[config.mk]
export PLATFORM = sky130hd
export DESIGN_NAME = if_id_stage_flat
export DESIGN_NICKNAME = d
export VERILOG_FILES = /design/src/rtl/if_id_stage_if.sv /design/src/rtl/if_id_stage.sv /design/src/flat_wrapper.sv
export SDC_FILE = /design/constraint.sdc
export NUM_CORES = 1
export LEC_CHECK = 0
export ABC_CLOCK_PERIOD_IN_PS = 2810
export BUFFER_PORTS_ARGS = -buffer_cell sky130_fd_sc_hd__buf_4
export CORE_MARGIN = 10
export CORE_UTILIZATION = 40
export CTS_CLUSTER_SIZE = 28
export DETAILED_ROUTE_END_ITERATION = 7
export PLACE_DENSITY = 0.73
export SLEW_MARGIN = 20
export SYNTH_ARGS = -nofsm -noshare
export SYNTH_HDL_FRONTEND = slang
export SYNTH_SLANG_ARGS = --single-unit
[constraint.sdc]
create_clock -name clk -period 2.81 [get_ports clk]
set_input_delay 0.281 -clock clk [delete_from_list [all_inputs] [get_ports clk]]
set_output_delay 0.281 -clock clk [all_outputs]
set_load 0.05 [all_outputs]
[src/rtl/if_id_stage_if.sv]
// Fetch-to-decode bus for the IF/ID pipeline register: fetch/hazard inputs
// plus the registered decode-side outputs and performance counters.
interface if_id_stage_if #(
    parameter int unsigned CNT_W = 16
);
    logic [31:0]      pc_if;
    logic [31:0]      instr_if;
    logic             fetch_valid;
    logic             stall_ext;
    logic             branch_taken;
    logic             id_ex_mem_read;
    logic [4:0]       id_ex_rd;
    logic [31:0]      pc_id;
    logic [31:0]      instr_id;
    logic             valid_id;
    logic             MuxControlEn;
    logic             pc_write;
    logic [CNT_W-1:0] stall_cnt;
    logic [CNT_W-1:0] flush_cnt;

    modport master (
        output pc_if, instr_if, fetch_valid, stall_ext, branch_taken,
               id_ex_mem_read, id_ex_rd,
        input  pc_id, instr_id, valid_id, MuxControlEn, pc_write,
               stall_cnt, flush_cnt
    );

    modport slave (
        input  pc_if, instr_if, fetch_valid, stall_ext, branch_taken,
               id_ex_mem_read, id_ex_rd,
        output pc_id, instr_id, valid_id, MuxControlEn, pc_write,
               stall_cnt, flush_cnt
    );
endinterface

[src/rtl/if_id_stage.sv]
// IF/ID pipeline register with load-use hazard detection, branch flush and
// saturating stall/flush performance counters.
module if_id_stage #(
    parameter logic [31:0] NOP_INSTR = 32'h0000_0013,
    parameter int unsigned CNT_W     = 16
) (
    input logic          clk,
    input logic          rst_n,
    if_id_stage_if.slave bus
);
    localparam logic [6:0] OP_REG    = 7'd51;
    localparam logic [6:0] OP_IMM    = 7'd19;
    localparam logic [6:0] OP_LOAD   = 7'd3;
    localparam logic [6:0] OP_STORE  = 7'd35;
    localparam logic [6:0] OP_JALR   = 7'd103;
    localparam logic [6:0] OP_BRANCH = 7'd99;

    typedef enum logic {RUN, STALL} state_t;

    state_t           stateQ, stateD;
    logic [31:0]      pcIdQ, pcIdD;
    logic [31:0]      instrIdQ, instrIdD;
    logic             validIdQ, validIdD;
    logic [CNT_W-1:0] stallCntQ, stallCntD;
    logic [CNT_W-1:0] flushCntQ, flushCntD;

    logic [6:0]       opcode;
    logic             rs1Used;
    logic             rs2Used;
    logic             loadUse;

    // Local source-register decode keeps MuxControlEn free of a loop through the decoder
    always_comb begin
        opcode  = instrIdQ[6:0];
        rs1Used = opcode inside {OP_REG, OP_IMM, OP_LOAD, OP_STORE, OP_JALR, OP_BRANCH};
        rs2Used = opcode inside {OP_REG, OP_STORE, OP_BRANCH};
        loadUse = (stateQ == RUN) && validIdQ && bus.id_ex_mem_read
               && (bus.id_ex_rd != 5'd0)
               && ((rs1Used && (bus.id_ex_rd == instrIdQ[19:15]))
                || (rs2Used && (bus.id_ex_rd == instrIdQ[24:20])));
    end

    // Next-state: freeze > flush > load-use hold > normal advance
    always_comb begin
        stateD    = stateQ;
        pcIdD     = pcIdQ;
        instrIdD  = instrIdQ;
        validIdD  = validIdQ;
        stallCntD = stallCntQ;
        flushCntD = flushCntQ;

        if (!bus.stall_ext) begin
            if (bus.branch_taken) begin
                stateD    = RUN;
                pcIdD     = bus.pc_if;
                instrIdD  = NOP_INSTR;
                validIdD  = 1'b0;
                flushCntD = (flushCntQ == '1) ? flushCntQ : flushCntQ + CNT_W'(1);
            end else if (loadUse) begin
                stateD    = STALL;
                stallCntD = (stallCntQ == '1) ? stallCntQ : stallCntQ + CNT_W'(1);
            end else begin
                // Bubble already sits in EX after a stall, so STALL always returns to RUN
                stateD   = RUN;
                pcIdD    = bus.pc_if;
                instrIdD = bus.fetch_valid ? bus.instr_if : NOP_INSTR;
                validIdD = bus.fetch_valid;
            end
        end
    end

    always_ff @(posedge clk) begin
        if (!rst_n) begin
            stateQ    <= RUN;
            pcIdQ     <= 32'd0;
            instrIdQ  <= NOP_INSTR;
            validIdQ  <= 1'b0;
            stallCntQ <= '0;
            flushCntQ <= '0;
        end else begin
            stateQ    <= stateD;
            pcIdQ     <= pcIdD;
            instrIdQ  <= instrIdD;
            validIdQ  <= validIdD;
            stallCntQ <= stallCntD;
            flushCntQ <= flushCntD;
        end
    end

    assign bus.pc_id        = pcIdQ;
    assign bus.instr_id     = instrIdQ;
    assign bus.valid_id     = validIdQ;
    assign bus.stall_cnt    = stallCntQ;
    assign bus.flush_cnt    = flushCntQ;
    assign bus.MuxControlEn = loadUse | bus.branch_taken | ~validIdQ;
    assign bus.pc_write     = ~bus.stall_ext & (bus.branch_taken | ~loadUse);

endmodule
[src/flat_wrapper.sv]
// flat-port wrapper written by rule: the top's interface ports become plain ports
module if_id_stage_flat 
#(
    parameter logic [31:0] NOP_INSTR = 32'h0000_0013,
    parameter int unsigned CNT_W     = 16
)
  (clk, rst_n, bus_pc_if, bus_instr_if, bus_fetch_valid, bus_stall_ext, bus_branch_taken, bus_id_ex_mem_read, bus_id_ex_rd, bus_pc_id, bus_instr_id, bus_valid_id, bus_MuxControlEn, bus_pc_write, bus_stall_cnt, bus_flush_cnt);
  if_id_stage_if #(.CNT_W(CNT_W)) bus_i ();
  input logic clk;
  input logic rst_n;
  input wire logic [$bits(bus_i.pc_if)-1:0] bus_pc_if;
  input wire logic [$bits(bus_i.instr_if)-1:0] bus_instr_if;
  input wire logic [$bits(bus_i.fetch_valid)-1:0] bus_fetch_valid;
  input wire logic [$bits(bus_i.stall_ext)-1:0] bus_stall_ext;
  input wire logic [$bits(bus_i.branch_taken)-1:0] bus_branch_taken;
  input wire logic [$bits(bus_i.id_ex_mem_read)-1:0] bus_id_ex_mem_read;
  input wire logic [$bits(bus_i.id_ex_rd)-1:0] bus_id_ex_rd;
  output wire logic [$bits(bus_i.pc_id)-1:0] bus_pc_id;
  output wire logic [$bits(bus_i.instr_id)-1:0] bus_instr_id;
  output wire logic [$bits(bus_i.valid_id)-1:0] bus_valid_id;
  output wire logic [$bits(bus_i.MuxControlEn)-1:0] bus_MuxControlEn;
  output wire logic [$bits(bus_i.pc_write)-1:0] bus_pc_write;
  output wire logic [$bits(bus_i.stall_cnt)-1:0] bus_stall_cnt;
  output wire logic [$bits(bus_i.flush_cnt)-1:0] bus_flush_cnt;
  assign bus_i.pc_if = bus_pc_if;
  assign bus_i.instr_if = bus_instr_if;
  assign bus_i.fetch_valid = bus_fetch_valid;
  assign bus_i.stall_ext = bus_stall_ext;
  assign bus_i.branch_taken = bus_branch_taken;
  assign bus_i.id_ex_mem_read = bus_id_ex_mem_read;
  assign bus_i.id_ex_rd = bus_id_ex_rd;
  assign bus_pc_id = bus_i.pc_id;
  assign bus_instr_id = bus_i.instr_id;
  assign bus_valid_id = bus_i.valid_id;
  assign bus_MuxControlEn = bus_i.MuxControlEn;
  assign bus_pc_write = bus_i.pc_write;
  assign bus_stall_cnt = bus_i.stall_cnt;
  assign bus_flush_cnt = bus_i.flush_cnt;
  if_id_stage #(.NOP_INSTR(NOP_INSTR), .CNT_W(CNT_W)) u_core (.clk(clk), .rst_n(rst_n), .bus(bus_i));
endmodule
Word level (Yosys, flattened, before mapping) --
Index checks and enable logic that the tools add are counted.
Storage, ports and cells: register bits after elaboration 98, input port bits 75, output and inout bits 99, word-level logic and storage cells 52
Operators by class: add/sub/neg operators 2, equal/unequal tests 11, mux-type cells 9, bitwise gates (word level) 11, reduce and logical (&&, ||, !) cells 13
Operators with widths (number):
- $mux W32 | 5
- $add A16 B1 Y16 const B | 2
- $eq A16 B16 Y1 const B | 2
- $eq A7 B6 Y1 const B | 2
- $eq A7 B7 Y1 const B | 2
- $eq A5 B5 Y1 | 2
- $eq A7 B2 Y1 const B | 1
- $eq A7 B5 Y1 const B | 1
- $not A1 Y1 | 7
- $logic_and A1 B1 Y1 | 6
- $reduce_bool A6 Y1 | 1
- $reduce_bool A5 Y1 | 1
- $mux W1 | 4
- $reduce_and A4 Y1 | 1
- $or A1 B1 Y1 | 3
- $reduce_and A3 Y1 | 1
- $reduce_bool A3 Y1 | 1
- $ne A2 B2 Y1 const B | 1
- $reduce_and A2 Y1 | 1
- $and A1 B1 Y1 | 1
- $logic_or A1 B1 Y1 | 1

Logic depth before layout (Yosys ltp) --
depth after elaboration 8, depth in mapped cells 8, mapped depth without buffers 6

Worst setup path before layout --
Ideal clock, no wire load.
kind register -> register, start point register u_core.stallCntQ[0] (netlist: u_core.bus.stall_cnt[0]), end point register u_core.stallCntQ[14] (netlist: u_core.bus.stall_cnt[14]), setup time 0.070 ns, arrival time 2.157 ns, data required time 2.740 ns, path slack 0.583 ns, stages on the path, launching flop included 6, path buffers 0, clock period less this slack 2.227 ns, cell sequence dfxtp_1 > ha_1 > nand4_4 > or4_1 > or3_1 > a21boi_1
On the way: longest elaborated chain between the ends 3, elaborated cells on any way between the ends 4, those cells by class 1 x add/sub; 1 x eq/ne; 1 x bitwise; 1 x reduce/logical
RTL lines:
- from (decl) | RTL line if_id_stage.sv:24 | logic [CNT_W-1:0] stallCntQ, stallCntD;
- from (signal assigned) | RTL line if_id_stage.sv:85 | stallCntQ <= stallCntD;
- branches (longest 3 deep; another with $add A16 B1 Y16)
Parallel ways; which one is timed is not known. A chain may end at the register's enable or synchronous reset.

Worst setup path after layout --
start point register u_core.instrIdQ[16] (netlist: u_core.bus.instr_id[16]), end point output port bus_MuxControlEn
On the way: longest elaborated chain between the ends 6
RTL lines:
- from (decl) | RTL line if_id_stage.sv:22 | logic [31:0] instrIdQ, instrIdD;
- from (signal assigned) | RTL line if_id_stage.sv:83 | instrIdQ <= instrIdD;
- $eq A5 B5 Y1 | RTL line if_id_stage.sv:39 | && ((rs1Used && (bus.id_ex_rd == instrIdQ[19:15]))
- $logic_and A1 B1 Y1 | RTL line if_id_stage.sv:39
- $logic_or A1 B1 Y1 | RTL line if_id_stage.sv:40 | || (rs2Used && (bus.id_ex_rd == instrIdQ[24:20])));
- $logic_and A1 B1 Y1 | RTL line if_id_stage.sv:39
- $or A1 B1 Y1 (2 in series) | RTL line if_id_stage.sv:95 | assign bus.MuxControlEn = loadUse | bus.branch_taken | ~validIdQ;
- to (decl) | RTL line flat_wrapper.sv:21 | output wire logic [$bits(bus_i.MuxControlEn)-1:0] bus_MuxControlEn;
No other way between the ends.

==> metrics.md <==
| Metric | Value |
|---|---|
| Min Tclk post-route | 2390 ps |
| CTS tree | yes |
| First-pass GRT wire length | 18.8 mm |
| Clk buf depth | 2 |
| Gpl congestion | 0.790 |
| Reg2reg path depth | 7 |
| Clock skew | 11.5 ps |
| CTS buffer count | 9 |
| Antenna diodes | 0 |
| DR WL/cell | 16.4 um |
| Share of the synthesized area in the top cell type | 48.4% |
| Worst Setup End Kind | output pin |
| Hold WC Path Type | primary input to flop |
| Core area | 9820 um2 |
| # Post-CTS Setup Buffers | 0 |
| Post-synth cell types | 52 |
| Crit-path slowest cell | dfxtp_1 |
| Clk slew on worst S/H paths | 100 ps |
| Post-synth EDFFs | 0 |
| Die Y-Extent | 121 um |
| H-tree depth | 3 |
| Die area | 14600 um2 |
| Setup TNS | 0 ps |
| Final hold viol count | 0 |
| First drt pass iteration count | 4 |
| Syn_area_per_cell | 9.43 um2 |
| Vias per Instance | 5.13 |
| Worst Setup SP | u_core.bus.instr_id[16] |
| Post-synthesis register bit count | 98 |
| WP data required | 2530 ps |
| Reg2reg end | u_core.bus.instr_id[2] |
| Largest net degree at the start of global routing | 83 |
| Net Count, Synth | 507 |
| CP Launch Type | flop |
| Clock power frac | 35.0% |
| Logic pwr share | 14.7% |
| P_leak | 2.35 nW |
| Net Sw Power | 0.778 mW |
| Synthesized instance count | 430 |
| Reg-to-reg critical path startpoint | u_core.bus.instr_id[16] |
| Vias post-DR | 3727 |
| # rows | 36 |
| Area leader, netlist | dfxtp_1 |
| YS warnings | 0 |
| DRC errors left | 0 |
| DRT Wirelength | 11.9 mm |
| Slew headroom | 51.0% |
| Worst setup path end | bus_MuxControlEn |
| Final Cycle Share | 85.1% |
| Clock latency on the worst-skew pair | 360 ps |
| Cell Area, Synth | 4060 um2 |
| Register area share after synthesis | 48.4% |
| CTS root buffer | clkbuf_8 |
| CP Class | flop to output pin |
| IO buf count | 173 |
| Final ANT Viol Nets | 0 |
| Final hold slack | 124 ps |
| Hold path startpoint | bus_instr_if[12] |
| Asr flop ratio synth | 0% |
| Initial antenna violation count | 0 |
| Number of max-cap violations | 0 |
| Die Span X | 121 um |
| Worst VDD drop | 0.341 mV |
| Critical path arrival | 2110 ps |
| Vias in the first global route | 3746 |
| Layout Nets | 666 |
| Overall routing resource usage | 15.7% |
| Outcome | completed |
| Final Setup Violations | 0 |
| Fmax | 418 MHz |
| Share of post-route cells with drive strength above 1 | 34.0% |
| Worst Max-Slew Pin Slew | 735 ps |
| Initial drt markers | 175 |
| FF-to-FF setup slack | 550 ps |
| Main synth FF type | dfxtp_1 |
| Worst Path Max Fanout | 26 |
| Fin. max-slew vios | 0 |
| Area contributors post-synth | dfxtp_1, a22o_1, nand3_1, nand2_1, xnor2_1 |
| Cell area power density | 514 nW/um2 |
| Int Pwr | 2.12 mW |
| Sw Share | 26.9% |
| Syn-to-layout area delta | 38.8% |
| Initial Utilization | 41.3% |
| Dpl hpwl | 9.02 mm |
| Worst path max stage delay | 420 ps |
| Grt total ovfl | 0 |
| RSZ-0062 raised after global routing | no |
| Power share of the sequential group | 50.3% |
| Critical-path cell list | xnor2_1 -> o211ai_1 -> o22ai_1 -> nand2_2 -> nand3_1 -> buf_4 |
| Io pins | 174 |
| Post-CTS sizing | 0 |
| CTS Sinks | 98 |
| # hold bufs at CTS | 0 |
-- metrics by stage --
step,utilization (%),total power [mW],cells,setup WS (ps),area [um2]
global route,57.3,3.00,727,261,5630
CTS,57.3,2.92,727,383,5620
detailed placement,55.0,1.92,711,442,5410
finish,57.3,2.89,727,420,5630
floorplan,-,1.74,430,583,4060
global placement,55.0,1.91,711,497,5410
-- layout make-up --
cell class	count	area, um2
multi-input cells	295	1920
well taps	133	166
clock inverters	5	77.6
fillers	896	4190
inverters	7	26.3
repair buffers	178	1340
clock buffers	11	141
flip-flops and latches	98	1960
-- sequential cells by signal, summed over array words and instances, names as in the netlist --
signal                flops
u_core.bus.instr_id      32
u_core.bus.stall_cnt     16
u_core.stateQ             1
u_core.bus.flush_cnt     16
u_core.bus.valid_id       1
u_core.bus.pc_id         32
-- layer usage --
metal,wire [um],up-vias,track usage (%),part of all wire [%]
met5,0,-,0,0
met4,209,0,6.18,1.8
met3,1120,14,7.03,9.4
met2,5740,115,25.8,48
met1,4870,1730,17.5,41
li1,-,1868,-,-
-- kinds of logic after synthesis --
kind of cell             synth area share [%]
buffers and inverters                    4.50
multiplexers                             1.97
adder cells (fa/ha/maj)                 0.617
AND/OR/NAND/NOR                          22.3
flip-flops                               48.4
XOR/XNOR                                 4.97
AO/OA/AOI/OAI                            17.3
-- cell usage in the layout (no fill, tap or decap), drive strengths merged, types with 3 or more instances in the layout --
cell	n
a21boi	6
a22o	29
and2	10
and3	4
and4	4
buf	178
clkbuf	11
dfxtp	98
inv	7
mux2i	8
nand2	57
nand2b	7
nand3	46
nand4	12
nor2	5
nor2b	5
nor4	6
o21ai	36
o22a	3
o31ai	4
o41ai	3
or4	6
xnor2	19
xor2	4
-- worst max-delay path: cells and delay by family, from the launching register on --
kind	cells	cell delay, ps
simple gates	2	550
flops	1	420
compound gates	2	410
buf+inv	1	220
xor+xnor	1	150
-- power groups by stage --
stage,logic (mW),registers (mW),clock network [mW]
floorplan,0.116,1.63,0
global placement,0.422,1.49,0
detailed placement,0.428,1.49,0
CTS,0.429,1.46,1.03
global route,0.453,1.46,1.09
finish,0.426,1.46,1.01
-- cell usage after synthesis, types with 4 or more instances --
cell type and number:
dfxtp_1 98, nor2b_1 5, xor2_1 4, mux2i_1 8
xnor2_1 19, nand2b_1 7, or4_1 6, nand3_1 46
a22o_1 29, and2_1 10, buf_2 8, clkbuf_1 13
nand4_1 11, o31ai_1 4, a21boi_1 5, o21ai_0 33
inv_1 7, nand2_1 56, buf_4 7, nor4_1 6
and3_1 4, nor2_1 4
-- how the worst min path moves through the flow --
| stage | end | cells past startpoint |
|---|---|---|
| 2_1_floorplan | u_core.stateQ | 1 |
| 3_3_place_gp | u_core.bus.pc_id[30] | 2 |
| 3_5_place_dp | u_core.bus.pc_id[30] | 2 |
| 4_1_cts | u_core.bus.instr_id[12] | 2 |
| 5_1_grt | u_core.bus.instr_id[6] | 2 |
| 6_report | u_core.bus.instr_id[12] | 2 |
Power figures use the tool's default switching activity.
